File: config.mk
export PLATFORM = sky130hd
export DESIGN_NAME = deadlock_watchdog_monitor
export DESIGN_NICKNAME = d
export VERILOG_FILES = /design/src/rtl/dlmon_pkg.sv /design/src/rtl/dlmon_prio_enc.sv /design/src/rtl/deadlock_watchdog_monitor.sv
export SDC_FILE = /design/constraint.sdc
export NUM_CORES = 1
export LEC_CHECK = 0
export BUFFER_PORTS_ARGS = -buffer_cell sky130_fd_sc_hd__buf_4
export CAP_MARGIN = 20
export CORE_ASPECT_RATIO = 0.5
export CORE_MARGIN = 8
export CORE_UTILIZATION = 50
export DETAILED_ROUTE_END_ITERATION = 12
export GPL_TIMING_DRIVEN = 0
export PLACE_DENSITY = 0.8
export SYNTH_ARGS = -nofsm -noshare
export SYNTH_HDL_FRONTEND = slang
export SYNTH_HIERARCHICAL = 1
export SYNTH_SLANG_ARGS = --single-unit
File: constraint.sdc
create_clock -name ap_clk -period 2.93 [get_ports ap_clk]
set_clock_uncertainty 0.1 [all_clocks]
set_input_delay 0.586 -clock ap_clk [delete_from_list [all_inputs] [get_ports ap_clk]]
set_output_delay 0.586 -clock ap_clk [all_outputs]
set_load 0.005 [all_outputs]
File: src/rtl/dlmon_pkg.sv
// Shared types and helpers for the dataflow deadlock watchdog.
package dlmon_pkg;

  typedef enum logic [1:0] {
    IDLE   = 2'd0,
    WATCH  = 2'd1,
    LOCKED = 2'd2
  } dlmon_state_e;

  localparam int unsigned EVT_CNT_W = 8;

  // Index of the lowest set bit; 0 when the vector is empty.
  function automatic logic [31:0] lowest_set_idx(input logic [31:0] vec);
    logic [31:0] idx;
    logic        found;
    idx   = '0;
    found = 1'b0;
    for (int unsigned i = 0; i < 32; i++) begin
      if (vec[i] && !found) begin
        idx   = i;
        found = 1'b1;
      end
    end
    return idx;
  endfunction

endpackage

File: src/rtl/dlmon_prio_enc.sv
// Lowest-index priority encoder over the per-process blocked flags.
module dlmon_prio_enc
  import dlmon_pkg::*;
#(
  parameter int unsigned N_INST = 5,
  parameter int unsigned ID_W   = 5
) (
  input  logic [N_INST-1:0] i_vec,
  output logic [ID_W-1:0]   o_idx
);

  logic [31:0] w_vec;

  always_comb begin
    w_vec             = '0;
    w_vec[N_INST-1:0] = i_vec;
  end

  assign o_idx = ID_W'(lowest_set_idx(w_vec));

endmodule

File: src/rtl/deadlock_watchdog_monitor.sv
// Qualifies a whole-region stall over a programmable window and latches a
// sticky deadlock status plus an input snapshot for debug readout.
module deadlock_watchdog_monitor
  import dlmon_pkg::*;
#(
  parameter  int unsigned N_INST = 5,
  parameter  int unsigned N_AXIS = 2,
  parameter  int unsigned TMO_W  = 16,
  parameter  int unsigned ID_W   = 5,
  localparam int unsigned AXIS_W = (N_AXIS == 0) ? 1 : N_AXIS
) (
  input  logic                 ap_clk,
  input  logic                 ap_rst_n,
  input  logic                 enable,
  input  logic                 clear,
  input  logic [TMO_W-1:0]     timeout_cfg,
  input  logic [N_INST-1:0]    inst_idle,
  input  logic [N_INST-1:0]    inst_block,
  input  logic [AXIS_W-1:0]    axis_block,
  output logic                 kernel_block,
  output logic [TMO_W-1:0]     stall_cnt,
  output logic                 deadlock,
  output logic                 deadlock_evt,
  output logic [ID_W-1:0]      first_block_id,
  output logic [N_INST-1:0]    snap_inst,
  output logic [AXIS_W-1:0]    snap_axis,
  output logic [EVT_CNT_W-1:0] event_cnt
);

  dlmon_state_e         r_state;
  logic                 r_kb;
  logic [TMO_W-1:0]     r_cnt;
  logic                 r_dl;
  logic                 r_evt;
  logic [ID_W-1:0]      r_fid;
  logic [N_INST-1:0]    r_snap_i;
  logic [AXIS_W-1:0]    r_snap_a;
  logic [EVT_CNT_W-1:0] r_ecnt;

  logic [AXIS_W-1:0]    w_axis;
  logic                 w_cond;
  logic [TMO_W-1:0]     w_tmo;
  logic [ID_W-1:0]      w_fid;

  // With no AXIS ports the tied-off input must never contribute.
  assign w_axis = (N_AXIS == 0) ? '0 : axis_block;
  assign w_cond = (&(inst_idle | inst_block)) & ((|inst_block) | (|w_axis));
  assign w_tmo  = (timeout_cfg == '0) ? TMO_W'(1) : timeout_cfg;

  dlmon_prio_enc #(
    .N_INST (N_INST),
    .ID_W   (ID_W)
  ) u_prio_enc (
    .i_vec (inst_block),
    .o_idx (w_fid)
  );

  always_ff @(posedge ap_clk or negedge ap_rst_n) begin
    if (!ap_rst_n) begin
      r_state  <= IDLE;
      r_kb     <= 1'b0;
      r_cnt    <= '0;
      r_dl     <= 1'b0;
      r_evt    <= 1'b0;
      r_fid    <= '0;
      r_snap_i <= '0;
      r_snap_a <= '0;
      r_ecnt   <= '0;
    end else begin
      r_kb  <= w_cond;
      r_evt <= 1'b0;
      if (clear) begin
        r_state  <= IDLE;
        r_cnt    <= '0;
        r_dl     <= 1'b0;
        r_fid    <= '0;
        r_snap_i <= '0;
        r_snap_a <= '0;
      end else if (!enable) begin
        // A declared deadlock survives disarming; only clear releases it.
        if (r_state != LOCKED) begin
          r_state <= IDLE;
          r_cnt   <= '0;
        end
      end else begin
        case (r_state)
          IDLE: begin
            if (w_cond) begin
              r_state <= WATCH;
              r_cnt   <= TMO_W'(1);
              r_fid   <= w_fid;
            end
          end
          WATCH: begin
            if (!w_cond) begin
              r_state <= IDLE;
              r_cnt   <= '0;
            end else if (r_cnt >= w_tmo) begin
              r_state  <= LOCKED;
              r_dl     <= 1'b1;
              r_evt    <= 1'b1;
              r_snap_i <= inst_block;
              r_snap_a <= w_axis;
              if (r_ecnt != '1) r_ecnt <= r_ecnt + 1'b1;
            end else if (r_cnt != '1) begin
              r_cnt <= r_cnt + 1'b1;
            end
          end
          LOCKED: begin
            r_state <= LOCKED;
          end
          default: r_state <= IDLE;
        endcase
      end
    end
  end

  assign kernel_block   = r_kb;
  assign stall_cnt      = r_cnt;
  assign deadlock       = r_dl;
  assign deadlock_evt   = r_evt;
  assign first_block_id = r_fid;
  assign snap_inst      = r_snap_i;
  assign snap_axis      = r_snap_a;
  assign event_cnt      = r_ecnt;

endmodule

Yosys cells after proc, flatten, opt, wreduce, memory -nomap -nowiden:

Index checks and enable logic that the tools add are counted.

* register bits: 41
* bits of input ports: 32
* output and inout bits: 39
* logic and storage cells: 98

* add/subtract/negate cells: 2
* order comparisons: 1
* equal/unequal tests: 10
* multiplexer cells: 48
* bitwise gates (word level): 4
* reductions and logical operators: 24

Operators with widths (number)
* 16-bit two-way mux: 8
* 5-bit two-way mux: 12
* 16-bit one-hot mux with 2 select lines: 1
* 2-bit two-way mux: 11
* 16-bit by 1-bit adder with 16-bit output, second input constant: 1
* 16-bit greater-or-equal comparator: 1
* 16-bit logical NOT: 1
* 16-bit inequality test, second input constant: 1
* 1-bit two-way mux: 15
* 5-bit inequality test, second input constant: 3
* 5-bit AND reduction: 2
* 2-bit nonzero test: 5
* 8-bit by 1-bit adder with 8-bit output, second input constant: 1
* 8-bit inequality test, second input constant: 1
* 2-bit one-hot mux with 3 select lines: 1
* 3-bit AND reduction: 2
* 6-bit AND reduction: 1
* 5-bit OR: 1
* 5-bit OR reduction: 1
* 1-bit logical AND: 4
* 1-bit logical NOT: 4
* 4-bit by 1-bit inequality test with 1-bit output, second input constant: 1
* 4-bit inequality test, second input constant: 1
* 4-bit AND reduction: 1
* 9 further kinds: 9

Depth between registers and ports, before layout:

* depth in word-level cells: 17
* mapped depth: 11
* depth with buffers taken out: 10

Modules after synthesis:

Netlist, hierarchy kept.

Modules (own cells, without submodules)
* deadlock_watchdog_monitor: times used 1, cells each 281, area an instance 2613.8 um2, seq. area each 1026.0 um2
* dlmon_prio_enc: times used 1, cells each 10, area an instance 52.6 um2, seq. area each 0.0 um2

Worst setup path after synthesis:

OpenSTA, ideal clock, no wires.

* path type: input to register
* start: input port timeout_cfg[8]
* end: register r_cnt[15] (netlist: stall_cnt[15])
* arrival: 2755 ps
* data required time: 2704 ps
* path slack: -51 ps
* stages on the path: 10
* buffers on the path: 1
* path through: nor4_1 > a41o_1 > ha_1 > nand2b_4 > a2111oi_2 > a2111oi_2 > a211o_1 > buf_6 > a21o_1 > a221o_1

* word-level cells in the longest chain between the ends: 5

RTL lines
* start, declared: RTL line deadlock_watchdog_monitor.sv:16 `input logic [TMO_W-1:0] timeout_cfg,`
* 16-bit logical NOT: RTL line deadlock_watchdog_monitor.sv:48 `assign w_tmo = (timeout_cfg == '0) ? TMO_W'(1) : timeout_cfg;`
* 16-bit two-way mux (*): RTL line deadlock_watchdog_monitor.sv:48
* 16-bit greater-or-equal comparator (*): RTL line deadlock_watchdog_monitor.sv:98 `end else if (r_cnt >= w_tmo) begin`
* 5-bit inequality test (no line) (*)
* 5-bit AND reduction (no line) (*)
* end signal, assigned: RTL line deadlock_watchdog_monitor.sv:106 `r_cnt <= r_cnt + 1'b1;`
* end, declared: RTL line deadlock_watchdog_monitor.sv:32 `logic [TMO_W-1:0] r_cnt;`

Every way passes the cells marked *; elsewhere a longest branch is shown, timed or not.
A chain may end at the register's enable or synchronous reset.

Final worst setup path:

* start: input port timeout_cfg[1]
* end: register r_cnt[9] (netlist: stall_cnt[9])

Same word-level chain as after synthesis.

==> reports/qor.txt <==
Outcome = complete, no violations
Fin util = 0.726
Synth cell types = 56
Clock Path Buffers = 2
Arr. time, crit path = 2.99 ns
DIE HEIGHT = 67.6 um
Die width = 119 um
Cells after synthesis = 291
Max-cap violation count = 0
Synthesis-to-layout area growth = 36.7%
Max FO, Critical Path = 5
Hold WS = 0.156 ns
Final hold vios = 0
Max VDD drop = 0.212 mV
Synth Register Bits = 41
Setup WS pre-CTS = -0.471 ns
Seq/Total Area, Yosys = 0.385
Slew HR = 0.583
Non-filler cells, final = 446
DP HPWL = 5650 um
Largest net degree at the start of global routing = 42
Unrepaired setup endpoints after global routing = yes
R2R cell count = 9
Post-placement cell count = 432
DR vias/cell = 5.89
Power density cells = 328 nW/um^2
Synth warn = 6
CTS Buf Count = 5
Boundary Pins = 71
FFs w/ async S/R, synth = 1.00
Worst R2R Start = stall_cnt[0]
Final setup vio count = 0
Vias = 2628
Clk pin slew, worst setup/hold paths = 0.08 ns
Worst Tran Pin Value = 0.620 ns
# hold bufs at CTS = 0
Synth Flop Type = dfrtp_1
Min cycle time layout = 2.92 ns
Setup slack, reg-to-reg = 0.17 ns
Root Buffer = clkbuf_8
Pwr Total = 1.20 mW
Largest cells by area after synthesis = dfrtp_1 38%, ha_1 8.4%, nand2_1 3.7%
Die area = 8070 sq um
Clock Sinks = 41
Reg2Reg Capture Point = stall_cnt[9]
Vias in the first global route = 2598
Share of post-route cells with drive strength above 1 = 0.293
ANT nets after route = 0
Total track usage = 0.189
Syn_area_per_cell = 9.16 sq um
Core Region = 5020 sq um
Initial Util = 0.531
First-pass detailed-route iteration total = 4
Worst Hold Class = in -> async
Setup tns final = 0 ns
Routability cong. = 0.882
Yosys top cell area share = 0.385
DRC Markers = 0
Crit Path Class = in -> reg
Rows = 18
ANT cells = 0
WL/cell = 17.6 um
First-pass GRT wire length = 12500 um
Fmax = 0.342 GHz
Port bufs = 70
Fin. max-slew vios = 0
Initial antenna violation count = 0
Initial drt markers = 233
Nets@finish = 425
Final Cell Area = 3640 sq um
Placement Cell Area = 3320 sq um
CTS tree = built
Req. time, crit path = 3.00 ns
Crit share post-route = 0.998
Crit end category = flip-flop
Synth area leader = dfrtp_1
Static Leakage = 1.83 nW
Global route overflow = 0
Insertion delay to the later sink of the worst-skew pair = 0.30 ns
Launching element type of the critical path = input pin
Final setup margin = 0.00556 ns
H-tree depth = 2
Number of synthesized flops with an enable pin = 0
Routed Wire Length = 7840 um
Netlist Area Pre-Place = 2670 sq um
[critical path: stages]
cell       delay (ns)
buf_4            0.12
nor4_2           0.25
a41o_1           0.19
ha_1             0.22
nand2b_4         0.15
a2111oi_4        0.33
a2111oi_4        0.12
a211o_1          0.39
buf_4            0.21
o311ai_1         0.31
o211ai_1         0.13
[kinds of logic after synthesis]
family | Yosys count | synth area share
AND/OR/NAND/NOR | 118 | 0.232
XOR/XNOR | 4 | 0.0131
multiplexers | 8 | 0.0314
buffers and inverters | 32 | 0.0540
AO/OA/AOI/OAI | 69 | 0.199
flip-flops | 41 | 0.385
other | 1 | 0.00141
adder cells (fa/ha/maj) | 18 | 0.0845
[routing by layer]
metal | GRT usage | part of all wire
met4 | 0.0671 | 0.012
met5 | 0 | 0
met2 | 0.315 | 0.47
met3 | 0.0466 | 0.068
met1 | 0.238 | 0.45
[cell usage in the layout, fill, tap and decap left out, drive strengths merged, types with 7 or more instances in the layout]
master   n
buf     81
dfrtp   41
nand2   26
nor2    21
inv     21
ha      18
nand3   16
nor3    13
a21oi   13
clkbuf  13
and3     9
a22o     9
o21ai    8
nor4     7
[sequential cells by signal (all words and copies together), names as in the netlist]
name            count
deadlock            1
deadlock_evt        1
event_cnt           8
first_block_id      5
kernel_block        1
r_state             2
snap_axis           2
snap_inst           5
stall_cnt          16
[cell usage after synthesis (4+ instances only)]
library cell / instances
dfrtp_1: 41
nand2_1: 26
nor2_1: 21
inv_1: 20
ha_1: 18
nand3_1: 16
a21oi_1: 12
nor3_1: 12
a22o_1: 9
and3_1: 9
nand4_1: 6
nor4_1: 6
a31oi_1: 5
clkbuf_1: 5
mux2i_1: 5
nand2b_1: 5
o211ai_1: 5
o21ai_0: 5
o311ai_1: 5
a21o_1: 4
buf_4: 4
xor2_1: 4
[what timing repair did]
item | CTS | global route
buffers inserted | 4 | 0
setup endpoints to repair | 12 | 27
pin swaps | 11 | 16
gates resized for setup | 7 | 20
gates cloned | 1 | 1
[cell type report]
cell class              instances  area [sq um]
fillers                       365          1380
inverters                      21          78.8
flip-flops and latches         41          1030
clock buffers                   7          86.3
clock inverters                 1          30.0
well taps                      70          87.6
plain buffers                  11          77.6
multi-input cells             219          1650
repair buffers                 76           611
[worst max-delay path by stage]
| stage | from | to | cells past startpoint | slack, ns |
|---|---|---|---|---|
| floorplan | timeout_cfg[1] | stall_cnt[15] | 10 | 0.01 |
| global placement | timeout_cfg[8] | stall_cnt[2] | 11 | -0.42 |
| detailed placement | timeout_cfg[8] | stall_cnt[2] | 11 | -0.47 |
| CTS | timeout_cfg[14] | stall_cnt[6] | 12 | -0.003 |
| global route | timeout_cfg[11] | stall_cnt[12] | 12 | -0.07 |
| finish | timeout_cfg[1] | stall_cnt[9] | 11 | 0.006 |
[power breakdown]
part           leakage [nW]  internal [mW]  switching [mW]  total (mW)
registers             0.570          0.570         0.00464       0.575
clock network        0.0585          0.278           0.200       0.478
logic                  1.20         0.0682          0.0752       0.143
Note: power is estimated with default switching activity, not from simulation.
